File: config.mk
export PLATFORM = sky130hd
export DESIGN_NAME = cla_pipe_adder
export DESIGN_NICKNAME = d
export VERILOG_FILES = /design/src/rtl/cla_pipe_adder_pkg.sv /design/src/rtl/cla_pipe_adder_group.sv /design/src/rtl/cla_pipe_adder.sv
export SDC_FILE = /design/constraint.sdc
export NUM_CORES = 1
export LEC_CHECK = 0
export BUFFER_PORTS_ARGS = -buffer_cell sky130_fd_sc_hd__buf_4
export CAP_MARGIN = 20
export CORE_MARGIN = 10
export CORE_UTILIZATION = 55
export DETAILED_ROUTE_END_ITERATION = 6
export PLACE_DENSITY_LB_ADDON = 0.3
export SYNTH_ARGS = -nofsm -noshare
export SYNTH_HDL_FRONTEND = slang
export SYNTH_SLANG_ARGS = --single-unit
File: constraint.sdc
create_clock -name clk -period 7 [get_ports clk]
set_clock_uncertainty 0.05 [all_clocks]
set_input_delay 1.05 -clock clk [delete_from_list [all_inputs] [get_ports clk]]
set_output_delay 1.05 -clock clk [all_outputs]
set_load 0.05 [all_outputs]
File: src/rtl/cla_pipe_adder_pkg.sv
// ============================================================================
// cla_pipe_adder_pkg : group width and the parameter legality check shared by
//                      the pipelined carry-lookahead adder and its 4-bit group.
// Revision: 1.0
// ============================================================================
`timescale 1ns/1ps
`default_nettype none

package cla_pipe_adder_pkg;

  localparam int GROUP_W = 4;

  function automatic bit params_legal(input int width, input int stages);
    return (width >= 8) && (width <= 64) && ((width % GROUP_W) == 0) &&
           (stages >= 1) && (stages <= (width / GROUP_W)) &&
           (((width / GROUP_W) % stages) == 0);
  endfunction

endpackage

`default_nettype wire

File: src/rtl/cla_pipe_adder_group.sv
// ============================================================================
// cla_group : one 4-bit carry-lookahead group producing its sum and the
//             group generate/propagate terms for the next lookahead level.
// Revision: 1.0
// ============================================================================
`timescale 1ns/1ps
`default_nettype none

module cla_group
  import cla_pipe_adder_pkg::*;
(
  input  logic [GROUP_W-1:0] a,
  input  logic [GROUP_W-1:0] b,
  input  logic               cin,
  output logic [GROUP_W-1:0] sum,
  output logic               gen,
  output logic               prop
);

  logic [GROUP_W-1:0] p;
  logic [GROUP_W-1:0] g;
  logic [GROUP_W-1:0] c;

  always_comb begin
    p    = a ^ b;
    g    = a & b;
    c[0] = cin;
    c[1] = g[0] | (p[0] & cin);
    c[2] = g[1] | (p[1] & g[0]) | (p[1] & p[0] & cin);
    c[3] = g[2] | (p[2] & g[1]) | (p[2] & p[1] & g[0]) | (p[2] & p[1] & p[0] & cin);
    sum  = p ^ c;
    gen  = g[3] | (p[3] & g[2]) | (p[3] & p[2] & g[1]) | (p[3] & p[2] & p[1] & g[0]);
    prop = &p;
  end

endmodule

`default_nettype wire

File: src/rtl/cla_pipe_adder.sv
// ============================================================================
// cla_pipe_adder : pipelined add/subtract; slice k resolves in stage k, upper
//                  operands ride skew registers, lower sums ride deskew regs.
// Revision: 1.0
// ============================================================================
`timescale 1ns/1ps
`default_nettype none

module cla_pipe_adder
  import cla_pipe_adder_pkg::*;
#(
  parameter int WIDTH  = 32,
  parameter int STAGES = 2
) (
  input  logic             clk,
  input  logic             rst,
  input  logic             in_valid,
  output logic             in_ready,
  input  logic [WIDTH-1:0] a,
  input  logic [WIDTH-1:0] b,
  input  logic             cin,
  input  logic             sub,
  output logic             out_valid,
  input  logic             out_ready,
  output logic [WIDTH-1:0] sum,
  output logic             cout,
  output logic             ovf,
  output logic             zero
);

  localparam int SLICE_W = WIDTH / STAGES;
  localparam int GPS     = SLICE_W / GROUP_W;

  if (!params_legal(WIDTH, STAGES)) begin : g_bad_params
    $error("cla_pipe_adder: illegal WIDTH/STAGES combination");
  end

  logic             adv;
  logic [WIDTH-1:0] b_eff;
  logic             cin_eff;

  // Subtraction is folded in at the input so every stage is a plain adder.
  always_comb begin
    adv     = !out_valid | out_ready;
    b_eff   = sub ? ~b : b;
    cin_eff = sub | cin;
  end

  for (genvar s = 0; s < STAGES; s++) begin : g_stage
    localparam int LO   = s * SLICE_W;
    localparam int IN_W = WIDTH - LO;

    logic [IN_W-1:0]       in_a;
    logic [IN_W-1:0]       in_b;
    logic                  in_c;
    logic                  in_v;
    logic [SLICE_W-1:0]    slice_sum;
    logic [GPS-1:0]        grp_g;
    logic [GPS-1:0]        grp_p;
    logic [GPS:0]          grp_c;
    logic [LO+SLICE_W-1:0] sum_d;
    logic [LO+SLICE_W-1:0] sum_q;
    logic                  carry_d;
    logic                  carry_q;
    logic                  valid_d;
    logic                  valid_q;

    if (s == 0) begin : g_src
      always_comb begin
        in_a  = a;
        in_b  = b_eff;
        in_c  = cin_eff;
        in_v  = in_valid;
        sum_d = slice_sum;
      end
    end else begin : g_src
      always_comb begin
        in_a  = g_stage[s-1].g_skew.a_q;
        in_b  = g_stage[s-1].g_skew.b_q;
        in_c  = g_stage[s-1].carry_q;
        in_v  = g_stage[s-1].valid_q;
        sum_d = {slice_sum, g_stage[s-1].sum_q};
      end
    end

    for (genvar g = 0; g < GPS; g++) begin : g_grp
      cla_group u_grp (
        .a    (in_a[g*GROUP_W +: GROUP_W]),
        .b    (in_b[g*GROUP_W +: GROUP_W]),
        .cin  (grp_c[g]),
        .sum  (slice_sum[g*GROUP_W +: GROUP_W]),
        .gen  (grp_g[g]),
        .prop (grp_p[g])
      );
    end

    // Each group carry is the flat sum-of-products of lower G/P terms.
    always_comb begin
      logic term;
      grp_c = '0;
      for (int g = 0; g <= GPS; g++) begin
        term = 1'b1;
        for (int j = g - 1; j >= 0; j--) begin
          grp_c[g] = grp_c[g] | (term & grp_g[j]);
          term     = term & grp_p[j];
        end
        grp_c[g] = grp_c[g] | (term & in_c);
      end
      carry_d = grp_c[GPS];
      valid_d = in_v;
    end

    always_ff @(posedge clk) begin
      if (rst) begin
        valid_q <= 1'b0;
        carry_q <= 1'b0;
        sum_q   <= '0;
      end else if (adv) begin
        valid_q <= valid_d;
        carry_q <= carry_d;
        sum_q   <= sum_d;
      end
    end

    if (s < STAGES - 1) begin : g_skew
      logic [IN_W-SLICE_W-1:0] a_d;
      logic [IN_W-SLICE_W-1:0] a_q;
      logic [IN_W-SLICE_W-1:0] b_d;
      logic [IN_W-SLICE_W-1:0] b_q;

      always_comb begin
        a_d = in_a[IN_W-1:SLICE_W];
        b_d = in_b[IN_W-1:SLICE_W];
      end

      always_ff @(posedge clk) begin
        if (rst) begin
          a_q <= '0;
          b_q <= '0;
        end else if (adv) begin
          a_q <= a_d;
          b_q <= b_d;
        end
      end
    end

    if (s == STAGES - 1) begin : g_final
      logic ovf_d;
      logic ovf_q;
      logic zero_d;
      logic zero_q;

      // Carry into the MSB is recovered from the MSB sum and its operand bits.
      always_comb begin
        ovf_d  = (slice_sum[SLICE_W-1] ^ in_a[SLICE_W-1] ^ in_b[SLICE_W-1]) ^ grp_c[GPS];
        zero_d = ~|sum_d;
      end

      always_ff @(posedge clk) begin
        if (rst) begin
          ovf_q  <= 1'b0;
          zero_q <= 1'b0;
        end else if (adv) begin
          ovf_q  <= ovf_d;
          zero_q <= zero_d;
        end
      end
    end
  end

  always_comb begin
    in_ready  = adv;
    out_valid = g_stage[STAGES-1].valid_q;
    sum       = g_stage[STAGES-1].sum_q;
    cout      = g_stage[STAGES-1].carry_q;
    ovf       = g_stage[STAGES-1].g_final.ovf_q;
    zero      = g_stage[STAGES-1].g_final.zero_q;
  end

endmodule

`default_nettype wire
==> impl_metrics.py, run 1 <==
metrics = {
    "sta": {
        "fin_setup_tns_ns": 0,
        "fin_crit_sh_pct": 51.3,
        "finalHoldViolCount": 0,
        "drv_slew": 0,
        "slew-limit-headroom_pct": 36.0,
        "fmax_mhz": 278,
        "setup_viol": 0,
        "layout_min_cycle_time_ns": 3.59,
        "rsz0062_at_grt": "no",
        "worstMarginPinSlew_ns": 0.960,
    },
    "power": {
        "pwr-share-seq_pct": 42.1,
        "p_sw_share_pct": 34.1,
        "comb_power_share_pct": 31.3,
        "ir_worst_vdd_mv": 0.109,
        "clkPwrFrac_pct": 26.6,
        "p_leak_uw": 0.00259,
        "p_switching_uw": 477,
        "power_density_nw_per_um2": 247,
        "p_int_uw": 922,
        "power_uw": 1400,
    },
    "yosys": {
        "synthFlopType": "dfxtp_1",
        "netlist_top_cells_area": "dfxtp_1 (37%), nand2_1 (8.8%), ha_1 (8.6%)",
        "yosys.area.top_type": "dfxtp_1",
        "synth-edff-count": 0,
        "synth.avg_cell_area_um2": 8.41,
        "synth_area_um2": 4640,
        "synth-async-reset-ratio_pct": 0,
        "synth_top_area_share_pct": 37.1,
        "ys_types": 51,
        "netlist_instances": 552,
        "ys_warn_count": 0,
        "ys_seq_area_share_pct": 37.1,
        "syn_nets": 662,
        "synth-seq-cells": 86,
    },
    "worst_setup_path": {
        "end_kind": "flip-flop",
        "start_kind": "input pin",
        "regToRegStartpoint": "g_stage[0].g_skew.a_q[0]",
        "crit_required_ns": 7.23,
        "crit_start": "sub",
        "r2r_slack_ns": 3.47,
        "crit_type": "input pin to flip-flop",
        "cp_max_fo": 34,
        "crit_arrival_ns": 3.82,
    },
    "clocking": {
        "cts_buffers": 9,
        "clockBufferDepth": 2,
        "clock_latency_ns": 0.35,
        "cts_setup_buffers": 0,
        "cts.sinks": 86,
        "cts_root_buf": "clkbuf_8",
        "cts_tree": "done",
        "clk_pin_slew_ns": 0.08,
        "h-tree-depth": 3,
        "hold_buffers": 0,
        "cts_resized": 0,
    },
    "die": {
        "die_area_um2": 12500,
        "start_util_pct": 56.5,
        "core_um2": 8220,
        "fp.dieW_um": 112,
        "dieHeight_um": 112,
        "io-pin-count": 107,
        "std_cell_rows": 33,
    },
    "global_route": {
        "gr-max-usage-layer": "met2",
        "first_global_vias": 4073,
        "antenna_found_initial": 0,
        "grt-ovfl-total": 0,
        "met3_usage_pct": 4.51,
        "groute.layer.met1.usage_pct": 24.0,
        "grt.total_usage_pct": 18.2,
        "grt_max_degree": 102,
        "grt_pass1_wl_mm": 19.3,
        "use_met2_pct": 28.9,
    },
    "placement": {
        "dp.cells": 732,
        "io_buffer_count": 106,
        "place_congestion": 0.876,
        "place_hpwl_mm": 8.73,
        "dpl_cell_area_um2": 5460,
    },
    "drt": {
        "drtPass1Iterations": 4,
        "vias": 4050,
        "wl_per_cell_um": 15.6,
        "drt_iter0_drc": 207,
        "final_antenna_net_count": 0,
        "vias_per_cell": 5.42,
        "drc": 0,
        "drt_wl_total_mm": 11.6,
    },
    "layout": {
        "regArea_um2": 1720,
        "drive_gt1_share_pct": 21.5,
        "antenna_cells": 0,
        "final_cell_mix": "nand2_1 (109), buf_4 (108), dfxtp_1 (86)",
        "area_growth_pct": 22.0,
        "nets": 748,
        "fillers": 686,
        "multi_input_area_um2": 2720,
        "finalNonFillerCells": 747,
        "design_area_um2": 5660,
        "utilization_pct": 68.9,
        "final_common_cell": "nand2_1",
    },
    "outcome": {
        "status": "completed",
    },
    "worst_hold_path": {
        "worstHoldStart": "sum[12]",
        "min_path_type": "flip-flop to flip-flop",
    },
    "flow_run": {
        "drv_cap": 0,
    },
}
[power groups by stage]
stage	Sequential, uW	Clock (uW)	Combinational [uW]
floorplan	671	0	227
global placement	596	0	425
detailed placement	600	0	436
CTS	589	375	440
global route	597	395	478
finish	589	372	438
[worst max-delay path, stage by stage]
cell and delay [ns]:
buf_4 0.44, xor2_1 0.15, ha_1 0.37, o211ai_2 0.14, a21boi_2 0.26, a21oi_1 0.11, o21a_1 0.22, nor2_1 0.16
a21oi_1 0.12, fa_1 0.41, xnor2_1 0.15, nand2_1 0.07, a21oi_1 0.17
[cells in the mapped netlist (2+ instances only)]
cell type  count
nor4_1         3
ha_1          32
xnor2_1       31
clkbuf_1      25
xor2_1        26
a211oi_1      28
and3_1         2
o21bai_1       2
a21oi_1       68
nor3b_1        3
or4_1          2
nor4b_1        2
nor3_1         5
a21o_1         5
inv_1         20
buf_1          4
o21ai_0        6
nand4_1        2
a21oi_2        3
o21a_1         3
nand2_1      109
o31ai_2        2
dfxtp_1       86
fa_1           8
a211o_1        2
nor2b_1        3
buf_2          3
nor2_1        44
[cell families after synthesis]
| family | after synthesis | synth area share, % |
|---|---|---|
| AOI/OAI and AO/OA | 134 | 18.9 |
| xor gates and xnor gates | 57 | 10.8 |
| adders and majority gates | 40 | 12.1 |
| buffers and inverters | 53 | 4.45 |
| DFF | 86 | 37.1 |
| muxes | 1 | 0.216 |
| and+or+nand+nor | 181 | 16.5 |
[registers in the layout, indices dropped and copies added, names as in the netlist, 16 cells and up]
signal              count
sum                    32
g_stage.sum_q          16
g_stage.g_skew.b_q     16
g_stage.g_skew.a_q     16
[area by class of cell]
class                   instances  area share (%)
well taps                     105            2.32
flip-flops and latches         86            30.4
multi-input cells             413            48.0
inverters                      20            1.33
clock buffers                  11            2.32
repair buffers                108            14.3
clock inverters                 4            1.28
[per-stage QoR]
stage / setup slack (ns) / hold slack [ns]
5_1_grt: 3.17 / 0.427
6_report: 3.41 / 0.403
2_1_floorplan: 2.87 / 0.382
4_1_cts: 3.41 / 0.407
3_3_place_gp: 3.18 / 0.390
3_5_place_dp: 3.08 / 0.397
[worst paths after layout]
| check | to | cells past startpoint |
|---|---|---|
| hold reg to reg | sum[12] | 2 |
| hold / removal | sum[12] | 2 |
| setup / recovery | g_stage[0].sum_q[13] | 13 |
| setup reg to reg | zero | 13 |
[metal layers]
layer,vias up,routed length [um]
met5,-,0
li1,2041,-
met4,0,140
met2,126,5370
met3,14,793
met1,1869,5330
Note: power is estimated with default switching activity, not from simulation.
==> run 2, diff against run 1 <==
--- a/config.mk
+++ b/config.mk
@@ -5,6 +5,7 @@
 export SDC_FILE = /design/constraint.sdc
 export NUM_CORES = 1
 export LEC_CHECK = 0
+export ABC_AREA = 1
 export BUFFER_PORTS_ARGS = -buffer_cell sky130_fd_sc_hd__buf_4
 export CAP_MARGIN = 20
 export CORE_MARGIN = 10
==> constraint.sdc (replaced) <==
create_clock -name clk -period 3.6 [get_ports clk]
set_clock_uncertainty 0.05 [all_clocks]
set_input_delay 0.54 -clock clk [delete_from_list [all_inputs] [get_ports clk]]
set_output_delay 0.54 -clock clk [all_outputs]
set_load 0.05 [all_outputs]
==> impl_metrics.py, run 2 <==
metrics = {
    "layout": {
        "utilization_pct": 69.8,
        "area_growth_pct": 22.4,
        "antenna_cells": 0,
        "nets": 884,
        "final_common_cell": "buf_4",
        "drive_gt1_share_pct": 19.7,
        "largest_register_ffs": 32,
        "final_cell_mix": "buf_4 (111), nor2_1 (94), nand2_1 (90)",
    },
    "yosys": {
        "post-synth-top-count-cell": "nor2_1",
        "ys_seq_area_share_pct": 34.4,
        "netlist_top_cells_count": "nor2_1 (94), nand2_1 (91), dfxtp_1 (86), inv_1 (79), o21ai_0 (77)",
        "synthFlopType": "dfxtp_1",
        "synth_top_area_share_pct": 34.4,
        "synth-async-reset-ratio_pct": 0,
        "netlist_instances": 682,
        "yosys.area.top_type": "dfxtp_1",
        "synth-seq-cells": 86,
        "ys_types": 36,
        "syn_nets": 792,
        "netlist_top_cells_area": "dfxtp_1 (34%), ha_1 (8.0%), o21ai_0 (7.7%)",
        "synth-edff-count": 0,
        "ys_warn_count": 0,
        "synth.avg_cell_area_um2": 7.33,
        "synth_area_um2": 5000,
    },
    "outcome": {
        "status": "completed",
    },
    "global_route": {
        "met3_usage_pct": 4.43,
        "grt.total_usage_pct": 19.7,
        "gr-max-usage-layer": "met2",
        "grt_max_degree": 85,
        "grt-ovfl-total": 0,
        "first_global_vias": 4723,
        "use_met2_pct": 33.7,
        "antenna_found_initial": 0,
        "groute.layer.met1.usage_pct": 23.9,
        "grt_pass1_wl_mm": 21.9,
    },
    "die": {
        "dieHeight_um": 115,
        "core_um2": 8760,
        "die_area_um2": 13300,
        "std_cell_rows": 34,
        "fp.dieW_um": 115,
        "start_util_pct": 57.0,
        "io-pin-count": 107,
    },
    "clocking": {
        "clk_pin_slew_ns": 0.08,
        "clockBufferDepth": 2,
        "clock_latency_ns": 0.36,
        "cts_setup_buffers": 0,
        "cts_resized": 0,
        "cts.sinks": 86,
        "cts_buffers": 9,
        "cts_root_buf": "clkbuf_8",
        "cts_tree": "done",
        "hold_buffers": 0,
        "h-tree-depth": 3,
    },
    "power": {
        "ir_worst_vdd_mv": 0.222,
        "p_leak_uw": 0.00314,
        "power_uw": 2940,
        "power_density_nw_per_um2": 481,
    },
    "placement": {
        "io_buffer_count": 106,
        "place_hpwl_mm": 9.83,
        "place_congestion": 0.906,
        "place_ws_ns": 0.662,
    },
    "worst_setup_path": {
        "crit_type": "flip-flop to flip-flop",
        "path_cells": "ha_1, inv_1, nand2_1, nand3_1, nand2_2, inv_2, o21bai_2, fa_1, nor2_1, nand3b_1, nor2_1, nand2_1, nor2_1, nand2_1, nor2_1, nand3_1, nor2_1, nand3_1, a21oi_2",
        "crit_top_cell": "nor2_1",
        "cpLargestDelayFamily": "simple AND/OR/NAND/NOR gates",
        "start_kind": "flip-flop",
        "crit_arrival_ns": 3.21,
        "end_kind": "flip-flop",
        "critPathBufInv": 2,
        "cpPeakStageDelay_ns": 0.50,
        "cp_max_fo": 4,
        "crit_required_ns": 3.84,
        "slowest_stage": "fa_1",
    },
    "sta": {
        "setup_viol": 0,
        "slew-limit-headroom_pct": 72.6,
        "layout_min_cycle_time_ns": 2.97,
        "fmax_mhz": 337,
        "setup_slack_ns": 0.631,
        "rsz0062_at_grt": "no",
        "drv_slew": 0,
        "fin_setup_tns_ns": 0,
        "fin_crit_sh_pct": 82.5,
        "finalHoldViolCount": 0,
        "worstMarginPinSlew_ns": 0.410,
    },
    "drt": {
        "wl_per_cell_um": 14.7,
        "drt_iter0_drc": 318,
        "drtPass1Iterations": 5,
        "drt_wl_total_mm": 13.0,
        "vias": 4679,
        "final_antenna_net_count": 0,
        "vias_per_cell": 5.28,
        "drc": 0,
    },
    "flow_run": {
        "drv_cap": 0,
    },
    "worst_hold_path": {
        "min_path_type": "input pin to flip-flop",
    },
}
## run 2: worst register-to-register path: stages (launching register included)
cell and delay [ns]:
dfxtp_1 0.32, ha_1 0.33, inv_1 0.07, nand2_1 0.08, nand3_1 0.09, nand2_2 0.11
inv_2 0.06, o21bai_2 0.18, fa_1 0.50, nor2_1 0.18, nand3b_1 0.09, nor2_1 0.09
nand2_1 0.06, nor2_1 0.09, nand2_1 0.08, nor2_1 0.14, nand3_1 0.09, nor2_1 0.09
nand3_1 0.08, a21oi_2 0.12
## run 2: cell type report
class,count,area (um^2)
clock buffers,11,131
repair buffers,112,853
clock inverters,4,120
multi-input cells,479,2830
well taps,108,135
flip-flops and latches,86,1720
fillers,709,2650
inverters,86,323
## run 2: power breakdown
part	total, uW	switching (uW)	internal, uW
combinational	935	584	351
sequential	1140	79.0	1070
clock	863	334	528
## run 2: path summary, 6_finish.rpt
check        depth (start not counted)         to                      from  slack, ns
max                                 19       zero  g_stage[0].g_skew.a_q[1]       0.63
min reg2reg                          2  out_valid        g_stage[0].valid_q       0.40
min                                  2       zero                       rst       0.32
max reg2reg                         19       zero  g_stage[0].g_skew.a_q[1]       0.63
## run 2: routing by layer
metal | routed length, um | part of all wire [%] | vias to the layer above
met5 | 0 | 0 | -
met4 | 211 | 1.6 | 0
met3 | 953 | 7.3 | 21
met2 | 6400 | 49 | 157
met1 | 5480 | 42 | 2109
li1 | - | - | 2392
## run 2: logic make-up after synthesis
logic type,count (synthesis),synth area share [%]
AND/OR/NAND/NOR,248,22.0
AO/OA/AOI/OAI,151,16.3
buffers and inverters,117,9.01
flip-flops,86,34.4
XOR/XNOR,40,7.01
adder cells (fa/ha/maj),40,11.2
## run 2: per-stage QoR
step	std cells	cell area [um^2]	hold slack, ns
2_1_floorplan	682	5000	0.380
3_3_place_gp	870	5850	0.392
3_5_place_dp	870	5850	0.402
4_1_cts	885	6100	0.318
5_1_grt	886	6120	0.327
6_report	886	6120	0.323
==> run 3, diff against run 2 <==
--- a/config.mk
+++ b/config.mk
@@ -9,7 +9,7 @@
 export BUFFER_PORTS_ARGS = -buffer_cell sky130_fd_sc_hd__buf_4
 export CAP_MARGIN = 20
 export CORE_MARGIN = 10
-export CORE_UTILIZATION = 55
+export CORE_UTILIZATION = 50
 export DETAILED_ROUTE_END_ITERATION = 6
 export PLACE_DENSITY_LB_ADDON = 0.3
 export SYNTH_ARGS = -nofsm -noshare
==> constraint.sdc (replaced) <==
create_clock -name clk -period 2.7 [get_ports clk]
set_clock_uncertainty 0.05 [all_clocks]
set_input_delay 0.405 -clock clk [delete_from_list [all_inputs] [get_ports clk]]
set_output_delay 0.405 -clock clk [all_outputs]
set_load 0.05 [all_outputs]
==> impl_metrics.py, run 3 (synthesized netlist as in run 2, its figures left out) <==
metrics = {
    "power": {
        "ir_worst_vdd_mv": 0.318,
        "power_uw": 3980,
        "p_leak_uw": 0.00319,
        "power_density_nw_per_um2": 616,
    },
    "drt": {
        "drc": 0,
        "vias_per_cell": 5.12,
        "drtPass1Iterations": 4,
        "drt_iter0_drc": 266,
        "final_antenna_net_count": 0,
        "drt_wl_total_mm": 13.6,
        "vias": 4738,
        "wl_per_cell_um": 14.7,
    },
    "die": {
        "std_cell_rows": 36,
        "start_util_pct": 51.1,
        "io-pin-count": 107,
        "die_area_um2": 14400,
        "dieHeight_um": 120,
        "fp.dieW_um": 120,
        "core_um2": 9770,
    },
    "worst_hold_path": {
        "min_path_type": "input pin to flip-flop",
        "hold_path_depth": 2,
        "worstHoldStart": "rst",
        "holdPathEnd": "zero",
    },
    "layout": {
        "largest_register_ffs": 32,
        "area_growth_pct": 29.3,
        "antenna_cells": 0,
        "utilization_pct": 66.1,
        "design_area_um2": 6460,
        "nets": 898,
        "fillers": 819,
        "final_cell_mix": "buf_4 (124), nor2_1 (93), nand2_1 (84)",
        "final_common_cell": "buf_4",
        "drive_gt1_share_pct": 26.0,
    },
    "worst_setup_path": {
        "cpPeakStageDelay_ns": 0.57,
        "slowest_stage": "fa_2",
        "regToRegStartpoint": "g_stage[0].g_skew.b_q[0]",
        "crit_type": "flip-flop to flip-flop",
        "cp_max_fo": 3,
        "start_kind": "flip-flop",
        "path_cells": "ha_4, nand2_2, nand2_2, nand3_2, nand2_4, inv_4, fa_2, nand2_1, nand3b_1, nor2_2, nand2_1, nor2_1, nand2_1, nor2_1, nand3_1, nor2_1, nand3_1, a21oi_2",
        "r2r_slack_ns": -0.02,
        "crit_required_ns": 2.96,
        "r2r_cells": 18,
        "end_kind": "flip-flop",
        "crit_arrival_ns": 2.99,
        "reg2reg_to": "zero",
    },
    "sta": {
        "drv_slew": 0,
        "worstMarginPinSlew_ns": 0.501,
        "slew-limit-headroom_pct": 66.6,
        "setup_viol": 1,
        "fin_crit_sh_pct": 101,
        "rsz0062_at_grt": "yes",
        "fin_hold_ws_ns": 0.165,
        "setup_slack_ns": -0.0231,
        "fin_setup_tns_ns": -0.0231,
        "fmax_mhz": 367,
        "finalHoldViolCount": 0,
        "layout_min_cycle_time_ns": 2.72,
    },
    "clocking": {
        "cts_root_buf": "clkbuf_8",
        "clockBufferDepth": 2,
        "cts_buffers": 9,
        "h-tree-depth": 3,
        "cts_tree": "done",
        "clock_latency_ns": 0.37,
        "cts.sinks": 86,
        "clk_pin_slew_ns": 0.10,
    },
    "global_route": {
        "first_global_vias": 4789,
        "antenna_found_initial": 0,
        "grt_pass1_wl_mm": 22.3,
        "grt-ovfl-total": 0,
        "grt.total_usage_pct": 18.4,
        "grt_max_degree": 82,
    },
    "placement": {
        "dpl_cell_area_um2": 5980,
        "io_buffer_count": 106,
        "place_hpwl_mm": 9.91,
        "place_congestion": 0.864,
    },
    "outcome": {
        "violations": "negative setup slack",
        "status": "finished, violations left",
    },
    "flow_run": {
        "drv_cap": 0,
    },
}
-- run 3: cell types whose count changed in the layout (fill, tap and decap cells not counted), moves of 2 or more --
cell,previous run,this run
dfxtp_2,0,13
clkinvlp_4,0,3
nand2_2,5,10
buf_4,111,124
ha_4,0,11
clkbuf_1,2,0
nand2_1,90,84
dfxtp_1,86,72
ha_1,32,21
-- run 3: critical path, delay by kind of cell (launching register included) --
kind,cells,cell delay (ns)
fa+ha+maj,2,0.84
simple gates,14,1.21
flops,1,0.37
compound gates,1,0.13
buf+inv,1,0.05
-- run 3: what timing repair did --
| item | CTS | global route |
|---|---|---|
| setup endpoints to repair | 1 | 1 |
| pin swaps | 9 | 12 |
| gates resized for setup | 27 | 13 |
| hold endpoints to repair | 0 | 0 |
| setup buffers | 3 | 2 |
| cloned | 0 | 0 |
| hold buffers | 0 | 0 |
-- run 3: layer usage --
metal  routed length, um  GRT usage, %
met4                 227          6.79
met3                 754          4.41
met1                5940          21.9
met5                   0             0
met2                6660          31.7
-- run 3: final cells by class --
type / count / area, um^2 / share of cell area (%)
clock buffers: 9 / 124 / 1.92
clock inverters: 7 / 121 / 1.88
inverters: 86 / 325 / 5.03
multi-input cells: 479 / 3010 / 46.6
flip-flops and latches: 86 / 1740 / 27.0
well taps: 133 / 166 / 2.58
repair buffers: 126 / 971 / 15.0
-- run 3: worst max path at each step --
stage                              startpoint              endpoint
floorplan                                 sub  g_stage[0].sum_q[13]
global placement    g_stage[0].g_skew.a_q[11]                  zero
detailed placement   g_stage[0].g_skew.a_q[1]                  zero
CTS                  g_stage[0].g_skew.b_q[5]                  zero
global route         g_stage[0].g_skew.b_q[0]                  zero
finish               g_stage[0].g_skew.b_q[0]                  zero
-- run 3: power by group --
part / switching (uW) / leakage [uW] / total, uW / internal, uW
registers: 112 / 0.000718 / 1540 / 1420
logic: 808 / 0.00236 / 1340 / 533
clock network: 486 / 0.000112 / 1100 / 617
-- run 3: stage by stage --
stage | setup slack [ns] | std cells
after global placement | 0.0368 | 905
after CTS | 0.00183 | 924
final | -0.0231 | 926
after global routing | -0.305 | 926
after floorplan | 0.0497 | 682
after detailed placement | -0.0360 | 905
